`config.mk`:
```
export PLATFORM = sky130hd
export DESIGN_NAME = a2d_spi_resp
export DESIGN_NICKNAME = d
export VERILOG_FILES = /design/src/rtl/a2d_pkg.sv /design/src/rtl/spi_sync_edge.sv /design/src/rtl/a2d_spi_resp.sv
export SDC_FILE = /design/constraint.sdc
export NUM_CORES = 1
export LEC_CHECK = 0
export ABC_AREA = 1
export CORE_MARGIN = 5
export CORE_UTILIZATION = 45
export CTS_BUF_LIST = sky130_fd_sc_hd__clkbuf_8 sky130_fd_sc_hd__clkbuf_16
export DETAILED_ROUTE_END_ITERATION = 8
export GPL_ROUTABILITY_DRIVEN = 0
export PLACE_DENSITY = 0.79
export SLEW_MARGIN = 20
export SYNTH_ARGS = -nofsm -noshare
export SYNTH_HDL_FRONTEND = slang
export SYNTH_SLANG_ARGS = --single-unit
```
`constraint.sdc`:
```
create_clock -name clk -period 2.3 [get_ports clk]
set_clock_uncertainty 0.1 [all_clocks]
set_input_delay 0.345 -clock clk [delete_from_list [all_inputs] [get_ports clk]]
set_output_delay 0.345 -clock clk [all_outputs]
set_load 0.05 [all_outputs]
```
`src/rtl/a2d_pkg.sv`:
```
// Shared types and constants for the A2D SPI responder.
//   resp_state_t : responder state machine encoding
//   FRAME_BITS   : SPI command/response frame length
//   CMD_CH_*     : channel field position inside a command frame
//   DATA_BITS    : width of one A2D channel value
//   ch_pick()    : selects one channel value from the packed channel bus
package a2d_pkg;

  typedef enum logic [1:0] {
    IDLE,
    ARMED,
    SHIFT
  } resp_state_t;

  localparam int unsigned FRAME_BITS = 16;
  localparam int unsigned CMD_CH_MSB = 13;
  localparam int unsigned CMD_CH_LSB = 11;
  localparam int unsigned DATA_BITS  = 12;
  localparam int unsigned NUM_CH     = 8;
  localparam int unsigned CH_W       = CMD_CH_MSB - CMD_CH_LSB + 1;
  localparam int unsigned CNT_W      = 5;

  function automatic logic [DATA_BITS-1:0] ch_pick(
    input logic [NUM_CH*DATA_BITS-1:0] bus,
    input logic [CH_W-1:0]             sel
  );
    logic [DATA_BITS-1:0] val;
    val = '0;
    for (int unsigned i = 0; i < NUM_CH; i++) begin
      if (sel == CH_W'(i)) begin
        val = bus[i*DATA_BITS +: DATA_BITS];
      end
    end
    return val;
  endfunction

endpackage

```
`src/rtl/spi_sync_edge.sv`:
```
// Synchronizer for one asynchronous SPI line followed by an edge-detect flop.
//   clk, rst_n : system clock, asynchronous active-low reset
//   d_i        : raw asynchronous input
//   rise_o     : one-clk pulse when the synchronized level goes 0->1
//   fall_o     : one-clk pulse when the synchronized level goes 1->0
// RST_VAL sets the level the chain assumes during reset.
module spi_sync_edge
  import a2d_pkg::*;
#(
  parameter int unsigned SYNC_STAGES = 2,
  parameter logic        RST_VAL     = 1'b1
) (
  input  logic clk,
  input  logic rst_n,
  input  logic d_i,
  output logic rise_o,
  output logic fall_o
);

  logic [SYNC_STAGES-1:0] sync_q, sync_d;
  logic                   edge_q, edge_d;

  always_comb begin
    sync_d = {sync_q[SYNC_STAGES-2:0], d_i};
    edge_d = sync_q[SYNC_STAGES-1];
  end

  always_ff @(posedge clk or negedge rst_n) begin
    if (!rst_n) begin
      sync_q <= {SYNC_STAGES{RST_VAL}};
      edge_q <= RST_VAL;
    end else begin
      sync_q <= sync_d;
      edge_q <= edge_d;
    end
  end

  assign rise_o =  sync_q[SYNC_STAGES-1] & ~edge_q;
  assign fall_o = ~sync_q[SYNC_STAGES-1] &  edge_q;

endmodule

```
`src/rtl/a2d_spi_resp.sv`:
```
// SPI responder emulating an 8-channel 12-bit A2D (ADC128S style).
// Each 16-bit frame returns the channel addressed by the previous command.
//   clk, rst_n : system clock, asynchronous active-low reset
//   SS_n       : slave select from master, active low
//   SCLK       : SPI clock, idles high; master shifts on fall, samples on rise
//   MOSI       : command data from master
//   MISO       : response data (tx_shift MSB while a frame is open, else 0)
//   ch_data    : eight 12-bit channel values, channel n at [12n+11:12n]
//   ch_sel     : channel latched by the last complete 16-bit command
//   cmd_vld    : one-clk pulse when a complete command is latched
//   frame_err  : one-clk pulse when a frame ends with a bit count other than 16
module a2d_spi_resp
  import a2d_pkg::*;
#(
  parameter int unsigned SYNC_STAGES = 2
) (
  input  logic                        clk,
  input  logic                        rst_n,
  input  logic                        SS_n,
  input  logic                        SCLK,
  input  logic                        MOSI,
  output logic                        MISO,
  input  logic [NUM_CH*DATA_BITS-1:0] ch_data,
  output logic [CH_W-1:0]             ch_sel,
  output logic                        cmd_vld,
  output logic                        frame_err
);

  // Only bits [13:0] of the received frame can reach the channel field,
  // so the receive shifter stops there; the low bits line up unchanged.
  localparam int unsigned RX_W = CMD_CH_MSB + 1;

  logic sclk_rise, sclk_fall;
  logic ss_rise, ss_fall;

  // SS_n chain resets to "selected" so a low SS_n at reset release produces
  // no fall pulse; the block then waits for a genuine SS_n fall.
  spi_sync_edge #(.SYNC_STAGES(SYNC_STAGES), .RST_VAL(1'b0)) u_ss_sync (
    .clk    (clk),
    .rst_n  (rst_n),
    .d_i    (SS_n),
    .rise_o (ss_rise),
    .fall_o (ss_fall)
  );

  spi_sync_edge #(.SYNC_STAGES(SYNC_STAGES), .RST_VAL(1'b1)) u_sclk_sync (
    .clk    (clk),
    .rst_n  (rst_n),
    .d_i    (SCLK),
    .rise_o (sclk_rise),
    .fall_o (sclk_fall)
  );

  // MOSI takes the same number of stages, so its last stage holds the value
  // captured alongside the SCLK sample that produced sclk_rise.
  logic [SYNC_STAGES-1:0] mosi_sync_q, mosi_sync_d;
  logic                   mosi_s;

  assign mosi_sync_d = {mosi_sync_q[SYNC_STAGES-2:0], MOSI};
  assign mosi_s      = mosi_sync_q[SYNC_STAGES-1];

  resp_state_t           state_q, state_d;
  logic [FRAME_BITS-1:0] tx_q, tx_d;
  logic [RX_W-1:0]       rx_q, rx_d;
  logic [CNT_W-1:0]      bit_cnt_q, bit_cnt_d;
  logic [CH_W-1:0]       ch_sel_q, ch_sel_d;
  logic                  cmd_vld_q, cmd_vld_d;
  logic                  frame_err_q, frame_err_d;
  logic                  miso_q, miso_d;

  always_comb begin
    state_d     = state_q;
    tx_d        = tx_q;
    rx_d        = rx_q;
    bit_cnt_d   = bit_cnt_q;
    ch_sel_d    = ch_sel_q;
    cmd_vld_d   = 1'b0;
    frame_err_d = 1'b0;

    case (state_q)
      IDLE: begin
        if (ss_fall) begin
          tx_d      = {{(FRAME_BITS-DATA_BITS){1'b0}}, ch_pick(ch_data, ch_sel_q)};
          rx_d      = '0;
          bit_cnt_d = '0;
          state_d   = ARMED;
        end
      end

      // The front-porch SCLK fall arrives here and is deliberately ignored,
      // keeping the MSB on MISO for the first rising edge.
      ARMED: begin
        if (ss_rise) begin
          frame_err_d = 1'b1;
          state_d     = IDLE;
        end else if (sclk_rise) begin
          rx_d      = {rx_q[RX_W-2:0], mosi_s};
          bit_cnt_d = bit_cnt_q + 1'b1;
          state_d   = SHIFT;
        end
      end

      SHIFT: begin
        if (ss_rise) begin
          state_d = IDLE;
          if (bit_cnt_q == CNT_W'(FRAME_BITS)) begin
            ch_sel_d  = rx_q[CMD_CH_MSB:CMD_CH_LSB];
            cmd_vld_d = 1'b1;
          end else begin
            frame_err_d = 1'b1;
          end
        end else begin
          if (sclk_rise) begin
            rx_d = {rx_q[RX_W-2:0], mosi_s};
            if (bit_cnt_q != '1) begin
              bit_cnt_d = bit_cnt_q + 1'b1;
            end
          end
          if (sclk_fall) begin
            tx_d = {tx_q[FRAME_BITS-2:0], 1'b0};
          end
        end
      end

      default: state_d = IDLE;
    endcase

    // Outside IDLE the synchronized SS_n is low, so this gates MISO to 0
    // whenever the frame is closed.
    miso_d = (state_d != IDLE) ? tx_d[FRAME_BITS-1] : 1'b0;
  end

  always_ff @(posedge clk or negedge rst_n) begin
    if (!rst_n) begin
      mosi_sync_q <= '0;
      state_q     <= IDLE;
      tx_q        <= '0;
      rx_q        <= '0;
      bit_cnt_q   <= '0;
      ch_sel_q    <= '0;
      cmd_vld_q   <= 1'b0;
      frame_err_q <= 1'b0;
      miso_q      <= 1'b0;
    end else begin
      mosi_sync_q <= mosi_sync_d;
      state_q     <= state_d;
      tx_q        <= tx_d;
      rx_q        <= rx_d;
      bit_cnt_q   <= bit_cnt_d;
      ch_sel_q    <= ch_sel_d;
      cmd_vld_q   <= cmd_vld_d;
      frame_err_q <= frame_err_d;
      miso_q      <= miso_d;
    end
  end

  assign MISO      = miso_q;
  assign ch_sel    = ch_sel_q;
  assign cmd_vld   = cmd_vld_q;
  assign frame_err = frame_err_q;

endmodule

```
==> results.sh, run 1 <==
export IMPL_status="finished, final reports clean"
export IMPL_fmax_mhz=471
export IMPL_finalCritPeriodShare_pct=92.4
export IMPL_drcViolationCount=0
export IMPL_hpwl_microns=7070
export IMPL_grt_max_degree=29
export IMPL_hold_viol_final=0
export IMPL_clkTransAtPathRegs_ns=0.09
export IMPL_dp_slack_ns=0.320
export IMPL_post_dp_cell_area_sq_um=4280
export IMPL_max_cap_viol_count=0
export IMPL_drt_pre_antenna_iters=4
export IMPL_clkSinkCount=51
export IMPL_path_max_fanout=8
export IMPL_wl_per_cell_microns=14.1
export IMPL_cts_buffers=5
export IMPL_die_h_microns=93.3
export IMPL_arrival_ns=1.68
export IMPL_fin_nets=654
export IMPL_cp_slowest_cell="clkdlybuf4s50_1"
export IMPL_start_util_pct=46.0
export IMPL_area_growth_pct=41.1
export IMPL_switchingPower_w=0.00107
export IMPL_post_cts_setup_buffers=0
export IMPL_holdWs_ns=0.259
export IMPL_drive_gt1_share_pct=8.23
export IMPL_io_buffers=106
export IMPL_ys_seq_area_share_pct=41.0
export IMPL_cts_tree="yes"
export IMPL_grt_util_all_layers_pct=21.0
export IMPL_cts_root_buf="clkbuf_8"
export IMPL_avgSynthCellArea_sq_um=7.10
export IMPL_p_int_w=0.00190
export IMPL_finalInstanceArea_sq_um=4410
export IMPL_synth_seq_cells=51
export IMPL_grt_setup_unrepaired="no"
export IMPL_cp_start_kind="flip-flop"
export IMPL_slew_viol_final=0
export IMPL_power_density_nw_per_um2=672
export IMPL_postRouteAntennaNets=0
export IMPL_synth_cell_types=29
export IMPL_seqPwrFrac_pct=39.2
export IMPL_diodes=0
export IMPL_end_kind="output pin"
export IMPL_pwr_share_clk_pct=21.6
export IMPL_critPathKind="reg2out"
export IMPL_worst_pin_slew_ns=0.583
export IMPL_utilization_pct=64.9
export IMPL_grt_pass1_wl_microns=14400
export IMPL_ys_flop_type="dfrtp_1"
export IMPL_antenna_found_initial=0
export IMPL_avgViaCountPerCell=5.02
export IMPL_fin_setup_tns_ns=0
export IMPL_grt_pass1_vias=3061
export IMPL_vias=3228
export IMPL_grt_overflow_total=0
export IMPL_syn_nets=548
export IMPL_ir_worst_vdd_mv=0.477
export IMPL_path_buf_inv=1
export IMPL_holdCritPathClass="reg2reg"
export IMPL_combPwrFrac_pct=39.2
export IMPL_max_slew_margin_pct=61.2
export IMPL_postCtsResizedCells=0
export IMPL_synth_edff_count=0
export IMPL_drt_iter0_drc=173
export IMPL_clock_latency_ns=0.31
export IMPL_synth_area_leader_cell="dfrtp_1"
export IMPL_yosys_warnings=0
export IMPL_io_pins=107
export IMPL_synth_common_cells="nand2_1, nor2_1, dfrtp_1"
export IMPL_synth_top_cell_area_share_pct=38.4
export IMPL_switching_share_pct=36.0
export IMPL_finalCriticalPeriod_ns=2.12
export IMPL_crit_chain="clkdlybuf4s50_1"
export IMPL_rows=30
export IMPL_total_leakage_power_nw=1.98
export IMPL_die_area_sq_um=8710
export IMPL_ys_async_sr_fraction_pct=100
export IMPL_setup_slack_ns=0.175
export IMPL_htreeDepth=2
export IMPL_drt_wl_total_microns=9100
export IMPL_fp_dieW_microns=93.3
export IMPL_path_delay_family="buffers and inverters"
export IMPL_cpPeakStageDelay_ns=0.87
export IMPL_core_sq_um=6790
export IMPL_setup_viol=0
export IMPL_synth_area_leaders="dfrtp_1, nand2_1, nand3_1"
export IMPL_synth_cells=440
export IMPL_syn_area_sq_um=3130
export IMPL_clockBufferDepth=2
export IMPL_yosysMostFrequentCell="nand2_1"
export IMPL_required_ns=1.86
## through the flow
| step | std cells | total power [W] |
|---|---|---|
| 2_1_floorplan | 440 | 0.00195 |
| 3_5_place_dp | 634 | 0.00234 |
| 3_3_place_gp | 634 | 0.00230 |
| 4_1_cts | 643 | 0.00299 |
| 5_1_grt | 643 | 0.00319 |
| 6_report | 643 | 0.00296 |
## cell type report
class / instances / area (sq um)
well taps: 96 / 120
clock buffers: 6 / 82.6
inverters: 52 / 195
repair buffers: 118 / 1160
fillers: 598 / 2380
flip-flops and latches: 51 / 1280
multi-input cells: 318 / 1540
clock inverters: 2 / 35.0
## registers in the layout (all words and copies together), names as in the netlist
name                flops
mosi_sync_q             2
u_ss_sync.sync_q        2
MISO                    1
frame_err               1
state_q                 2
ch_sel                  3
u_sclk_sync.sync_q      2
u_sclk_sync.edge_q      1
tx_q                   16
u_ss_sync.edge_q        1
bit_cnt_q               5
cmd_vld                 1
rx_q                   14
## path summary, 6_finish.rpt
path / start / end / slack [ns] / cells after the start
max: ch_sel[2]$_DFFE_PN0P_ / ch_sel[2] / 0.18 / 1
min: mosi_sync_q[0]$_DFF_PN0_ / mosi_sync_q[1]$_DFF_PN0_ / 0.26 / 0
max reg2reg: ch_sel[1]$_DFFE_PN0P_ / tx_q[5]$_DFFE_PN0P_ / 0.29 / 10
min reg2reg: mosi_sync_q[0]$_DFF_PN0_ / mosi_sync_q[1]$_DFF_PN0_ / 0.26 / 0
max in group asynchronous: rst_n / rx_q[2]$_DFFE_PN0P_ / 1.09 / 3
min in group asynchronous: rst_n / u_ss_sync.sync_q[0]$_DFF_PN0_ / 0.46 / 2
## power groups by stage
stage          registers, W  clock network (W)  logic (W)
2_1_floorplan       0.00116                  0   0.000784
3_3_place_gp        0.00117                  0    0.00112
4_1_cts             0.00116           0.000663    0.00117
3_5_place_dp        0.00118                  0    0.00116
6_report            0.00116           0.000640    0.00116
5_1_grt             0.00118           0.000700    0.00131
## layer usage
metal / part of all wire, % / up-vias / global-route usage, %
met5: 0 / - / 0
met4: 3.1 / 0 / 8.18
met2: 46 / 123 / 34.0
li1: - / 1630 / -
met1: 42 / 1456 / 27.0
met3: 9.1 / 19 / 5.15
## what timing repair did
action	4_1_cts	5_1_grt
endpoints found under the hold margin	21	0
hold buffers	1	0
setup endpoints to repair	0	0
## logic make-up after synthesis
logic type	share of synthesized area (%)
flops	41.0
buf+inv	9.85
fa+ha+maj	2.80
compound gates	12.8
simple gates	33.6
## layout by cell type (no fill, tap or decap), types with 2 or more instances in the layout
cell type and n:
a21oi_1 35, a21oi_2 4, buf_4 11, clkbuf_8 6, clkdlybuf4s50_1 104, dfrtp_1 48, dfstp_2 3, ha_1 7
inv_1 47, inv_2 5, nand2_1 92, nand2_2 3, nand3_1 47, nand4_1 13, nor2_1 62, nor2_2 2
nor3_1 5, nor3_2 3, o21ai_0 29, or2_0 7, or2_2 2
No activity file was read; power rests on OpenSTA's default activity.
==> run 2: changes to the inputs <==
--- a/config.mk
+++ b/config.mk
@@ -7,11 +7,10 @@
 export LEC_CHECK = 0
 export ABC_AREA = 1
 export CORE_MARGIN = 5
-export CORE_UTILIZATION = 45
+export CORE_UTILIZATION = 35
 export CTS_BUF_LIST = sky130_fd_sc_hd__clkbuf_8 sky130_fd_sc_hd__clkbuf_16
 export DETAILED_ROUTE_END_ITERATION = 8
 export GPL_ROUTABILITY_DRIVEN = 0
-export PLACE_DENSITY = 0.79
 export SLEW_MARGIN = 20
 export SYNTH_ARGS = -nofsm -noshare
 export SYNTH_HDL_FRONTEND = slang
==> results.sh, run 2 (synthesized netlist as in run 1, its figures left out) <==
export IMPL_status="finished, final reports clean"
export IMPL_max_slew_margin_pct=65.1
export IMPL_cp_start_kind="flip-flop"
export IMPL_io_buffers=106
export IMPL_diodes=0
export IMPL_die_area_sq_um=10900
export IMPL_core_sq_um=8720
export IMPL_wl_per_cell_microns=15.1
export IMPL_finalInstanceArea_sq_um=4440
export IMPL_multiInputGateArea_sq_um=1540
export IMPL_finalCriticalPeriod_ns=2.13
export IMPL_rows=34
export IMPL_arrival_ns=1.69
export IMPL_holdPathStages=0
export IMPL_clkTransAtPathRegs_ns=0.09
export IMPL_largestRegisters="tx_q: 16 flops, rx_q: 14 flops, bit_cnt_q: 5 flops"
export IMPL_fin_setup_tns_ns=0
export IMPL_total_leakage_power_nw=1.99
export IMPL_slew_viol_final=0
export IMPL_fmax_mhz=469
export IMPL_critPathKind="reg2out"
export IMPL_worst_pin_slew_ns=0.521
export IMPL_cts_tree="yes"
export IMPL_cts_buffers=5
export IMPL_area_growth_pct=41.9
export IMPL_final_common_cell="clkdlybuf4s50_1"
export IMPL_die_h_microns=105
export IMPL_post_cts_setup_buffers=0
export IMPL_path_buf_inv=1
export IMPL_max_cap_viol_count=0
export IMPL_hpwl_microns=7570
export IMPL_grt_overflow_total=0
export IMPL_drt_pre_antenna_iters=4
export IMPL_clkSinkCount=51
export IMPL_clock_latency_ns=0.31
export IMPL_start_util_pct=35.8
export IMPL_hold_viol_final=0
export IMPL_crit_start="ch_sel[2]$_DFFE_PN0P_"
export IMPL_power_density_nw_per_um2=684
export IMPL_path_max_fanout=8
export IMPL_utilization_pct=50.9
export IMPL_crit_chain="clkdlybuf4s50_1"
export IMPL_antenna_found_initial=0
export IMPL_cp_slowest_cell="clkdlybuf4s50_1"
export IMPL_largest_reg_flops=16
export IMPL_fin_cells=656
export IMPL_post_dp_cell_area_sq_um=4300
export IMPL_setup_viol=0
export IMPL_required_ns=1.86
export IMPL_worst_path_stages=1
export IMPL_drive_gt1_share_pct=8.39
export IMPL_avgViaCountPerCell=4.86
export IMPL_regArea_sq_um=1280
export IMPL_io_pins=107
export IMPL_regToRegStartpoint="ch_sel[0]$_DFFE_PN0P_"
export IMPL_fin_nets=655
export IMPL_postRouteAntennaNets=0
export IMPL_grt_pass1_wl_microns=16400
export IMPL_grt_setup_unrepaired="no"
export IMPL_fp_dieW_microns=105
export IMPL_dp_cells=647
export IMPL_cpPeakStageDelay_ns=0.88
export IMPL_fill_cells=872
export IMPL_end_kind="output pin"
export IMPL_drcViolationCount=0
export IMPL_grt_pass1_vias=3184
export IMPL_cts_root_buf="clkbuf_8"
export IMPL_drt_iter0_drc=169
export IMPL_postCtsResizedCells=0
export IMPL_path_delay_family="buffers and inverters"
export IMPL_grt_util_all_layers_pct=18.2
export IMPL_p_total_w=0.00303
export IMPL_hold_buffers=1
export IMPL_grt_max_degree=52
export IMPL_r2r_cells=10
export IMPL_min_from="u_ss_sync.sync_q[0]$_DFF_PN0_"
export IMPL_ir_worst_vdd_mv=0.432
export IMPL_holdCritPathClass="reg2reg"
export IMPL_top_register="tx_q"
export IMPL_drt_wl_total_microns=9890
export IMPL_vias=3185
export IMPL_final_cell_mix="clkdlybuf4s50_1, nand2_1, nor2_1"
export IMPL_finalCritPeriodShare_pct=92.6
export IMPL_clockBufferDepth=2
export IMPL_htreeDepth=2
-- run 2: cell count changes in the layout (fill, tap and decap cells not counted), sizes merged --
| cell | delta |
|---|---|
| buf | +1 |
| clkinv | -1 |
| inv | +1 |
-- run 2: final timing paths --
path                                              endpoint  slack (ns)
setup / recovery                                 ch_sel[2]        0.17
hold / removal               u_ss_sync.sync_q[1]$_DFF_PN0_        0.26
setup reg to reg                       tx_q[3]$_DFFE_PN0P_        0.36
hold reg to reg              u_ss_sync.sync_q[1]$_DFF_PN0_        0.26
max in group asynchronous  u_sclk_sync.sync_q[0]$_DFF_PN1_        1.35
min in group asynchronous              tx_q[8]$_DFFE_PN0P_        0.45
-- run 2: area by class of cell --
type                            count  share of cell area, %
Clock inverter                      2                  0.874
Sequential cell                    51                   28.9
Clock buffer                        6                   1.86
Multi-Input combinational cell    318                   34.7
Timing Repair Buffer              119                   26.3
Inverter                           52                   4.40
Tap cell                          108                   3.05
-- run 2: per-layer routing --
layer	vias to the layer above	part of all wire (%)	wire length, microns	GRT usage (%)
li1	1630	-	-	-
met2	123	44	4400	29.2
met1	1421	45	4470	25.4
met5	-	0	0	0
met4	0	1.1	106	3.05
met3	11	9.2	914	4.47
-- run 2: per-stage QoR --
stage,worst slack (ns),hold slack (ns)
after floorplan,0.382,-0.0506
after global placement,0.394,0.233
after detailed placement,0.362,0.236
after CTS,0.167,0.259
after global routing,0.0733,0.264
final,0.170,0.256
-- run 2: power breakdown --
part | total (W) | switching (W) | internal, W
Combinational | 0.00120 | 0.000717 | 0.000481
Clock | 0.000672 | 0.000314 | 0.000358
Sequential | 0.00116 | 0.0000949 | 0.00107
Total | 0.00303 | 0.00113 | 0.00191
==> run 3: changes to the inputs <==
--- a/config.mk
+++ b/config.mk
@@ -6,11 +6,11 @@
 export NUM_CORES = 1
 export LEC_CHECK = 0
 export ABC_AREA = 1
+export CORE_ASPECT_RATIO = 2
 export CORE_MARGIN = 5
 export CORE_UTILIZATION = 35
 export CTS_BUF_LIST = sky130_fd_sc_hd__clkbuf_8 sky130_fd_sc_hd__clkbuf_16
 export DETAILED_ROUTE_END_ITERATION = 8
-export GPL_ROUTABILITY_DRIVEN = 0
 export SLEW_MARGIN = 20
 export SYNTH_ARGS = -nofsm -noshare
 export SYNTH_HDL_FRONTEND = slang
==> results.sh, run 3 (synthesized netlist as in run 1, its figures left out) <==
export IMPL_drcViolationCount=0
export IMPL_cts_buffers=5
export IMPL_top_layer_used="met4"
export IMPL_clkSinkCount=51
export IMPL_end_kind="output pin"
export IMPL_cts_root_buf="clkbuf_16"
export IMPL_grt_pass1_vias=3225
export IMPL_drive_gt1_share_pct=8.58
export IMPL_wl_met1_microns=3520
export IMPL_start_util_pct=35.9
export IMPL_clock_latency_ns=0.29
export IMPL_top_register="tx_q"
export IMPL_setup_viol=0
export IMPL_rows=48
export IMPL_die_area_sq_um=11000
export IMPL_critPathKind="reg2out"
export IMPL_cpPeakStageDelay_ns=0.87
export IMPL_arrival_ns=1.66
export IMPL_max_cap_viol_count=0
export IMPL_worst_pin_slew_ns=0.633
export IMPL_slew_viol_final=0
export IMPL_diodes=0
export IMPL_io_buffers=106
export IMPL_hpwl_microns=7870
export IMPL_avgViaCountPerCell=4.88
export IMPL_max_slew_margin_pct=57.8
export IMPL_route_met3_wl_microns=500
export IMPL_final_cell_mix="clkdlybuf4s50_1, nand2_1, nor2_1"
export IMPL_cp_slowest_cell="clkdlybuf4s50_1"
export IMPL_core_sq_um=8710
export IMPL_grt_setup_unrepaired="no"
export IMPL_io_pins=107
export IMPL_cp_start_kind="flip-flop"
export IMPL_utilization_pct=51.1
export IMPL_postCtsResizedCells=0
export IMPL_post_cts_setup_buffers=0
export IMPL_wl_per_cell_microns=15.1
export IMPL_power_density_nw_per_um2=699
export IMPL_drt_wl_total_microns=9800
export IMPL_die_h_microns=144
export IMPL_dp_slack_ns=0.378
export IMPL_antenna_found_initial=0
export IMPL_path_delay_family="buffers and inverters"
export IMPL_fin_nets=655
export IMPL_path_max_fanout=8
export IMPL_p_total_w=0.00311
export IMPL_gp_congestion=0.926
export IMPL_grt_util_all_layers_pct=17.8
export IMPL_post_dp_cell_area_sq_um=4290
export IMPL_path_buf_inv=1
export IMPL_largest_reg_flops=16
export IMPL_cts_tree="yes"
export IMPL_largestRegisters="tx_q: 16 flops, rx_q: 14 flops, bit_cnt_q: 5 flops"
export IMPL_fin_setup_tns_ns=0
export IMPL_drt_iter0_drc=77
export IMPL_setup_slack_ns=0.191
export IMPL_met2_length_microns=5540
export IMPL_required_ns=1.86
export IMPL_finalCriticalPeriod_ns=2.11
export IMPL_final_common_cell="clkdlybuf4s50_1"
export IMPL_crit_chain="clkdlybuf4s50_1"
export IMPL_total_leakage_power_nw=2.00
export IMPL_hold_viol_final=0
export IMPL_holdCritPathClass="in2async"
export IMPL_clockBufferDepth=2
export IMPL_finalCritPeriodShare_pct=91.7
export IMPL_htreeDepth=2
export IMPL_grt_max_degree=52
export IMPL_finalInstanceArea_sq_um=4450
export IMPL_area_growth_pct=42.4
export IMPL_grt_overflow_total=0
export IMPL_fmax_mhz=474
export IMPL_status="finished, final reports clean"
export IMPL_drt_pre_antenna_iters=4
export IMPL_postRouteAntennaNets=0
export IMPL_hold_buffers=0
export IMPL_clkTransAtPathRegs_ns=0.06
export IMPL_grt_pass1_wl_microns=15700
export IMPL_ir_worst_vdd_mv=0.718
export IMPL_vias=3160
export IMPL_fp_dieW_microns=76.8
## run 3: cell types whose count changed in the layout (fill, tap and decap cells not counted), sizes merged
| cell | delta |
|---|---|
| clkinvlp | +1 |
| buf | +1 |
| dlygate4sd3 | -1 |
| bufinv | -1 |
| inv | -1 |
| clkbuf | +1 |
## run 3: report_power, final
group	total (W)	internal [W]	leakage [nW]	switching, W
sequential	0.00117	0.00107	0.665	0.000100
combinational	0.00117	0.000477	1.26	0.000689
clock	0.000776	0.000462	0.0761	0.000314
total	0.00311	0.00201	2.00	0.00110
## run 3: layout make-up
cell class | count | area [sq um]
clock buffer | 7 | 153
inverter | 52 | 195
multi-input combinational | 318 | 1540
clock inverter | 1 | 7.51
tap | 100 | 125
sequential | 51 | 1280
fill | 856 | 4260
timing repair buffer | 119 | 1150
## run 3: worst paths after layout
check | from | endpoint | slack [ns] | cells after the start
max in group asynchronous | rst_n | ch_sel[0]$_DFFE_PN0P_ | 1.62 | 2
min in group clk | u_ss_sync.sync_q[0]$_DFF_PN0_ | u_ss_sync.sync_q[1]$_DFF_PN0_ | 0.25 | 0
hold / removal | rst_n | tx_q[12]$_DFFE_PN0P_ | 0.05 | 2
hold reg to reg | u_ss_sync.sync_q[0]$_DFF_PN0_ | u_ss_sync.sync_q[1]$_DFF_PN0_ | 0.25 | 0
setup reg to reg | ch_sel[1]$_DFFE_PN0P_ | tx_q[7]$_DFFE_PN0P_ | 0.41 | 10
setup / recovery | ch_sel[2]$_DFFE_PN0P_ | ch_sel[2] | 0.19 | 1
## run 3: per-stage QoR
| step | instances | hold slack (ns) |
|---|---|---|
| after floorplan | 440 | -0.0506 |
| after global placement | 640 | 0.238 |
| after detailed placement | 640 | 0.241 |
| after CTS | 648 | 0.0813 |
| after global routing | 648 | 0.112 |
| final | 648 | 0.0541 |
## run 3: metal layers
metal  vias to the layer above  GRT usage, %
li1                       1631             -
met1                      1427          17.5
met2                        89          35.1
met3                        13          3.76
met4                         0          6.73
met5                         -             0
